## src/rtl/div_ctrl_pkg.sv

```systemverilog
// Shared state encodings and control constants for the EX-stage divide controller.
package div_ctrl_pkg;

  typedef enum logic [1:0] {
    DIV_IDLE = 2'b00,
    DIV_ZERO = 2'b01,
    DIV_ON   = 2'b10,
    DIV_END  = 2'b11
  } div_state_t;

  localparam logic DIV_RESULT_READY     = 1'b1;
  localparam logic DIV_RESULT_NOT_READY = 1'b0;
  localparam logic DIV_START            = 1'b1;
  localparam logic DIV_STOP             = 1'b0;

  localparam logic [7:0] EXE_DIV_OP  = 8'b0001_1010;
  localparam logic [7:0] EXE_DIVU_OP = 8'b0001_1011;

endpackage

```

## src/rtl/div_ctrl_if.sv

```systemverilog
// EX-stage <-> divider handshake: the pipeline (master) requests, the divider (slave) stalls and returns {HI, LO}.
interface div_ctrl_if #(parameter int WIDTH = 32);

  logic               start;
  logic               signed_div;
  logic [WIDTH-1:0]   opdata1;
  logic [WIDTH-1:0]   opdata2;
  logic               annul;
  logic               stall_div;
  logic               ready;
  logic [2*WIDTH-1:0] result;

  modport master (
    output start, signed_div, opdata1, opdata2, annul,
    input  stall_div, ready, result
  );

  modport slave (
    input  start, signed_div, opdata1, opdata2, annul,
    output stall_div, ready, result
  );

endinterface

```

## src/rtl/div_step.sv

```systemverilog
// One radix-2 restoring iteration on a {remainder, quotient} register; purely combinational.
module div_step #(
  parameter int WIDTH = 32
) (
  input  logic [2*WIDTH-1:0] rem_quo,
  input  logic [WIDTH-1:0]   divisor,
  output logic [2*WIDTH-1:0] rem_quo_nxt
);

  logic [WIDTH:0] trial;
  logic [WIDTH:0] diff;

  // The trial keeps the bit shifted out of the remainder, hence WIDTH+1 bits.
  assign trial = rem_quo[2*WIDTH-1:WIDTH-1];
  assign diff  = trial - {1'b0, divisor};

  always_comb begin
    rem_quo_nxt = {rem_quo[2*WIDTH-2:0], 1'b0};
    if (!diff[WIDTH]) begin
      rem_quo_nxt = {diff[WIDTH-1:0], rem_quo[WIDTH-2:0], 1'b1};
    end
  end

endmodule

```

## src/rtl/div_ctrl.sv

```systemverilog
// Multicycle DIV/DIVU controller: WIDTH+1 cycles start-to-ready (2 for a zero divisor), stalls EX until done.
// Holds the result in END while start stays high; annul aborts to IDLE with the previous result kept.
module div_ctrl
  import div_ctrl_pkg::*;
#(
  parameter int WIDTH = 32
) (
  input  logic        clk,
  input  logic        rst,
  div_ctrl_if.slave   bus
);

  localparam int CW = $clog2(WIDTH);

  div_state_t         state;
  div_state_t         state_nxt;
  logic [CW-1:0]      cnt;
  logic [2*WIDTH-1:0] work;
  logic [2*WIDTH-1:0] work_nxt;
  logic [WIDTH-1:0]   divisor;
  logic               sign_a;
  logic               sign_b;
  logic               sgn;
  logic               ready_q;
  logic [2*WIDTH-1:0] result_q;
  logic [WIDTH-1:0]   abs_a;
  logic [WIDTH-1:0]   abs_b;
  logic [WIDTH-1:0]   quo_fix;
  logic [WIDTH-1:0]   rem_fix;
  logic               last_iter;

  assign last_iter = (cnt == CW'(WIDTH - 1));

  assign abs_a = (bus.signed_div && bus.opdata1[WIDTH-1]) ? -bus.opdata1 : bus.opdata1;
  assign abs_b = (bus.signed_div && bus.opdata2[WIDTH-1]) ? -bus.opdata2 : bus.opdata2;

  div_step #(.WIDTH(WIDTH)) u_step (
    .rem_quo     (work),
    .divisor     (divisor),
    .rem_quo_nxt (work_nxt)
  );

  // Sign fix-up uses the final iteration's output so it lands in result on the same edge.
  assign quo_fix = (sgn && (sign_a ^ sign_b)) ? -work_nxt[WIDTH-1:0] : work_nxt[WIDTH-1:0];
  assign rem_fix = (sgn && sign_a) ? -work_nxt[2*WIDTH-1:WIDTH] : work_nxt[2*WIDTH-1:WIDTH];

  always_ff @(posedge clk or posedge rst) begin
    if (rst) begin
      state <= DIV_IDLE;
    end else begin
      state <= state_nxt;
    end
  end

  always_comb begin
    state_nxt = state;
    if (bus.annul) begin
      state_nxt = DIV_IDLE;
    end else begin
      case (state)
        DIV_IDLE: begin
          if (bus.start == DIV_START) begin
            state_nxt = (bus.opdata2 == '0) ? DIV_ZERO : DIV_ON;
          end
        end
        DIV_ZERO: state_nxt = DIV_END;
        DIV_ON:   if (last_iter) state_nxt = DIV_END;
        DIV_END:  if (bus.start == DIV_STOP) state_nxt = DIV_IDLE;
        default:  state_nxt = DIV_IDLE;
      endcase
    end
  end

  always_ff @(posedge clk or posedge rst) begin
    if (rst) begin
      cnt      <= '0;
      work     <= '0;
      divisor  <= '0;
      sign_a   <= 1'b0;
      sign_b   <= 1'b0;
      sgn      <= 1'b0;
      ready_q  <= DIV_RESULT_NOT_READY;
      result_q <= '0;
    end else begin
      ready_q <= (state_nxt == DIV_END) ? DIV_RESULT_READY : DIV_RESULT_NOT_READY;
      case (state)
        DIV_IDLE: begin
          if (state_nxt == DIV_ON) begin
            work    <= {{WIDTH{1'b0}}, abs_a};
            divisor <= abs_b;
            sign_a  <= bus.opdata1[WIDTH-1];
            sign_b  <= bus.opdata2[WIDTH-1];
            sgn     <= bus.signed_div;
            cnt     <= '0;
          end
        end
        DIV_ZERO: begin
          if (state_nxt == DIV_END) result_q <= '0;
        end
        DIV_ON: begin
          work <= work_nxt;
          cnt  <= cnt + 1'b1;
          if (state_nxt == DIV_END) result_q <= {rem_fix, quo_fix};
        end
        default: ;
      endcase
    end
  end

  assign bus.stall_div = bus.start & ~ready_q & ~bus.annul;
  assign bus.ready     = ready_q;
  assign bus.result    = result_q;

endmodule

```

## src/flat_wrapper.sv

```systemverilog
// flat-port wrapper written by rule: the top's interface ports become plain ports
module div_ctrl_flat import div_ctrl_pkg::*;
#(
  parameter int WIDTH = 32
)
  (clk, rst, bus_start, bus_signed_div, bus_opdata1, bus_opdata2, bus_annul, bus_stall_div, bus_ready, bus_result);
  div_ctrl_if #(.WIDTH(WIDTH)) bus_i ();
  input  logic clk;
  input  logic rst;
  input wire logic [$bits(bus_i.start)-1:0] bus_start;
  input wire logic [$bits(bus_i.signed_div)-1:0] bus_signed_div;
  input wire logic [$bits(bus_i.opdata1)-1:0] bus_opdata1;
  input wire logic [$bits(bus_i.opdata2)-1:0] bus_opdata2;
  input wire logic [$bits(bus_i.annul)-1:0] bus_annul;
  output wire logic [$bits(bus_i.stall_div)-1:0] bus_stall_div;
  output wire logic [$bits(bus_i.ready)-1:0] bus_ready;
  output wire logic [$bits(bus_i.result)-1:0] bus_result;
  assign bus_i.start = bus_start;
  assign bus_i.signed_div = bus_signed_div;
  assign bus_i.opdata1 = bus_opdata1;
  assign bus_i.opdata2 = bus_opdata2;
  assign bus_i.annul = bus_annul;
  assign bus_stall_div = bus_i.stall_div;
  assign bus_ready = bus_i.ready;
  assign bus_result = bus_i.result;
  div_ctrl #(.WIDTH(WIDTH)) u_core (.clk(clk), .rst(rst), .bus(bus_i));
endmodule
```

## config.mk

```make
export PLATFORM = sky130hd
export DESIGN_NAME = div_ctrl_flat
export DESIGN_NICKNAME = d
export VERILOG_FILES = /design/src/rtl/div_ctrl_pkg.sv /design/src/rtl/div_ctrl_if.sv /design/src/rtl/div_step.sv /design/src/rtl/div_ctrl.sv /design/src/flat_wrapper.sv
export SDC_FILE = /design/constraint.sdc
export NUM_CORES = 1
export LEC_CHECK = 0
export CORE_MARGIN = 5
export CORE_UTILIZATION = 58
export DETAILED_ROUTE_END_ITERATION = 6
export PLACE_DENSITY_LB_ADDON = 0.12
export SLEW_MARGIN = 20
export SYNTH_ARGS = -nofsm -noshare
export SYNTH_HDL_FRONTEND = slang
export SYNTH_SLANG_ARGS = --single-unit
```

## constraint.sdc

```tcl
create_clock -name clk -period 7.3 [get_ports clk]
set_input_delay 1.095 -clock clk [delete_from_list [all_inputs] [get_ports clk]]
set_output_delay 1.095 -clock clk [all_outputs]
set_load 0.01 [all_outputs]
```

==> metrics.yaml <==
status: "finished clean"
port_buffers: 134
synth_area_leaders: "dfrtp_1 (35%), nand2_1 (6.8%), xnor2_1 (5.4%), a21oi_1 (5.2%), o21ai_0 (4.9%)"
period_share: 0.7992
cts_hold_buf: 0
startpoint_type: "flop"
syn-num-nets: 1579
drt_iter0_drc: 750
finalSetupViolCount: 0
slew_headroom: 0.3473
cts_tree: "yes"
grt_pass1_wl_mm: 54.17
dr.pass1.iters: 7
num_vias: 11260
worst-slew-pin-transition_ns: 0.9689
drv_slew: 0
period_needed_ns: 5.834
worstPathMaxFanout: 14
async_flop_share: 1.000
r2r-start: "u_core.work[31]"
viasPerCell: 6.114
die_w_um: 154.4
fin_tns_setup_ns: 0
fillCellCount: 1702
die_y_um: 154.4
drive_gt1_frac: 0.05665
hold_path_end: "u_core.bus.result[10]"
cts_setup_buffers: 0
hp-class: "reg -> reg"
yosys_warnings: 0
synth_mux_area_frac: 0.03113
grt_pass1_vias: 10650
power_density_nw_per_um2: 341.4
holdPathStages: 2
maxCapViolations: 0
ys_seq_area_frac: 0.3537
synth-seq-cells: 171
globalRouteOverflowTotal: 0
synth.most_common_cell: "nand2_1"
synthTopCellsByCount: "nand2_1 (218), dfrtp_1 (171), a21oi_1 (126)"
synth-simple-area-share: 0.1948
synth_top_family_by_area: "compound AO/OA/AOI/OAI gates"
power_mw: 4.843
clockRootBuffer: "clkbuf_16"
power_leakage_nw: 5.790
clk_path_buf_depth: 2
clkSinkCount: 171
cp.required_ns: 7.62
arrival_ns: 6.16
synth_top_area_frac: 0.3537
criticalPathCategory: "reg -> reg"
r2r_cells: 23
synth_area_um2: 12100
rows: 52
ys.flop_type: "dfrtp_1"
synth_compound_area_frac: 0.2351
max_freq_mhz: 171.4
reg2reg_slack_ns: 1.47
path_clk_slew_ns: 0.07
wl_mm: 33.44
dieArea_um2: 23840
r2r-end: "u_core.bus.result[60]"
cp-end-kind: "flop"
synth_xor_area_frac: 0.09485
place_congestion: 0.9360
synth_top_area_cell: "dfrtp_1"
synth_edf_count: 0
areaGrowthSynthToFinish_pct: 17.25
antenna_found_initial: 0
core-area_um2: 20360
vdd_drop_max_mv: 0.3307
wl_per_cell_um: 18.16
final-hold-violation-count: 0
yosys.area_share.adder: 0.04510
start_util: 0.5940
cts_buffers: 17
grtUsageTotal: 0.2765
avgSynthCellArea_um2: 8.246
rsz0062_at_grt: "no"
nets: 1670
grt_max_degree: 70
htree_levels: 4
min_from: "u_core.bus.result[10]"
clkLatencyLatePin_ns: 0.44
io_pins: 135
synthCells: 1467
ant_nets: 0
antenna_cells: 0
dp_hpwl_mm: 25.15
cts_resized: 0
fin_worst_skew_ns: 0.01143
ys_types: 87
drcViolationCount: 0
metal layers:
layer,global-route usage,up-vias,share of wire
li1,-,5407,-
met1,0.3854,5413,0.44
met2,0.4397,379,0.47
met3,0.04946,57,0.062
met4,0.09041,0,0.027
met5,0,-,0
worst max-delay path, stage by stage (launching register included):
cell and delay [ns]:
dfrtp_1 0.47, inv_1 0.09, ha_1 0.16, inv_1 0.05, fa_1 0.41, a211oi_2 0.33, o31ai_4 0.17, o21ai_2 0.28
a2111oi_4 0.14, nor3_2 0.73, nor2_4 0.03, inv_2 0.30, buf_4 0.27, nor2_1 0.06, a21oi_1 0.15, ha_1 0.26
nor3b_1 0.33, nand2_1 0.10, a21oi_1 0.18, o211ai_1 0.22, nor3_2 0.32, nand4_1 0.20, a21o_1 0.23, a32o_1 0.24
through the flow:
step,hold WS (ns),setup slack (ns),utilization,area (um2),std cells
finish,0.4821,1.466,0.6965,14180,1841
detailed placement,0.4699,1.652,0.6670,13580,1809
global route,0.5122,1.183,0.6965,14180,1841
floorplan,0.4563,1.573,-,12100,1467
global placement,0.4616,1.870,0.6670,13580,1809
CTS,0.4852,1.628,0.6958,14170,1841
cell type report:
class                           instances  area [um2]  area share
Multi-Input combinational cell       1164        7313      0.5156
Sequential cell                       171        4279      0.3017
Timing Repair Buffer                  146        1444      0.1018
Clock buffer                           18       429.2     0.03026
Tap cell                              270       337.8     0.02382
Inverter                               58       222.7     0.01570
Clock inverter                         14       157.7     0.01112
report_power, final:
part / leakage, nW / internal [mW] / switching, mW
registers: 2.27 / 1.21 / 0.231
logic: 3.24 / 0.913 / 1.58
clock network: 0.281 / 0.485 / 0.419
state kept, by name (all words and copies together), names as in the netlist:
register / flops
u_core.bus.result: 64
u_core.work: 64
u_core.divisor: 32
u_core.cnt: 5
u_core.state: 2
u_core.bus.ready: 1
u_core.sgn: 1
u_core.sign_a: 1
u_core.sign_b: 1
layout by cell type, fill, tap and decap left out, types with 8 or more instances in the layout:
cell type | netlist | layout
mux2i_1 | 23 | 23
and2_1 | 17 | 17
ha_1 | 42 | 41
nor2_1 | 100 | 100
nor4_1 | 12 | 11
o41ai_1 | 11 | 11
o21ai_0 | 119 | 119
mux2_2 | 8 | 8
nand2_1 | 218 | 218
o31ai_1 | 39 | 39
inv_1 | 57 | 56
a31oi_1 | 14 | 14
clkbuf_16 | 0 | 17
nand3_1 | 20 | 20
clkdlybuf4s50_1 | 0 | 134
buf_4 | 2 | 11
o21a_1 | 9 | 9
or4_1 | 10 | 10
xnor2_1 | 75 | 75
a21oi_1 | 126 | 125
a22o_1 | 9 | 9
xor2_1 | 56 | 56
dfrtp_1 | 171 | 171
or3_1 | 16 | 16
nand4_1 | 16 | 16
o21ai_1 | 71 | 70
nand2b_1 | 11 | 11
nor3_1 | 26 | 25
worst max-delay path by stage:
| stage | endpoint | start | slack (ns) | depth (start not counted) |
|---|---|---|---|---|
| finish | u_core.bus.result[60] | u_core.work[31] | 1.47 | 23 |
| CTS | u_core.bus.result[60] | u_core.work[31] | 1.63 | 23 |
| detailed placement | u_core.bus.result[60] | u_core.work[31] | 1.65 | 23 |
| global placement | u_core.work[21] | bus_opdata2[0] | 1.87 | 13 |
| floorplan | u_core.bus.ready | rst | 1.57 | 1 |
| global route | u_core.bus.result[60] | u_core.work[31] | 1.18 | 23 |
cells by family (layout without fill, tap and decap cells):
logic type	count (synthesis)	in the layout
muxes	34	34
and+or+nand+nor	492	492
xor gates and xnor gates	131	131
buffers and inverters	132	236
AOI/OAI and AO/OA	464	464
DFF	171	171
adders and majority gates	43	43
Power figures use the tool's default switching activity.
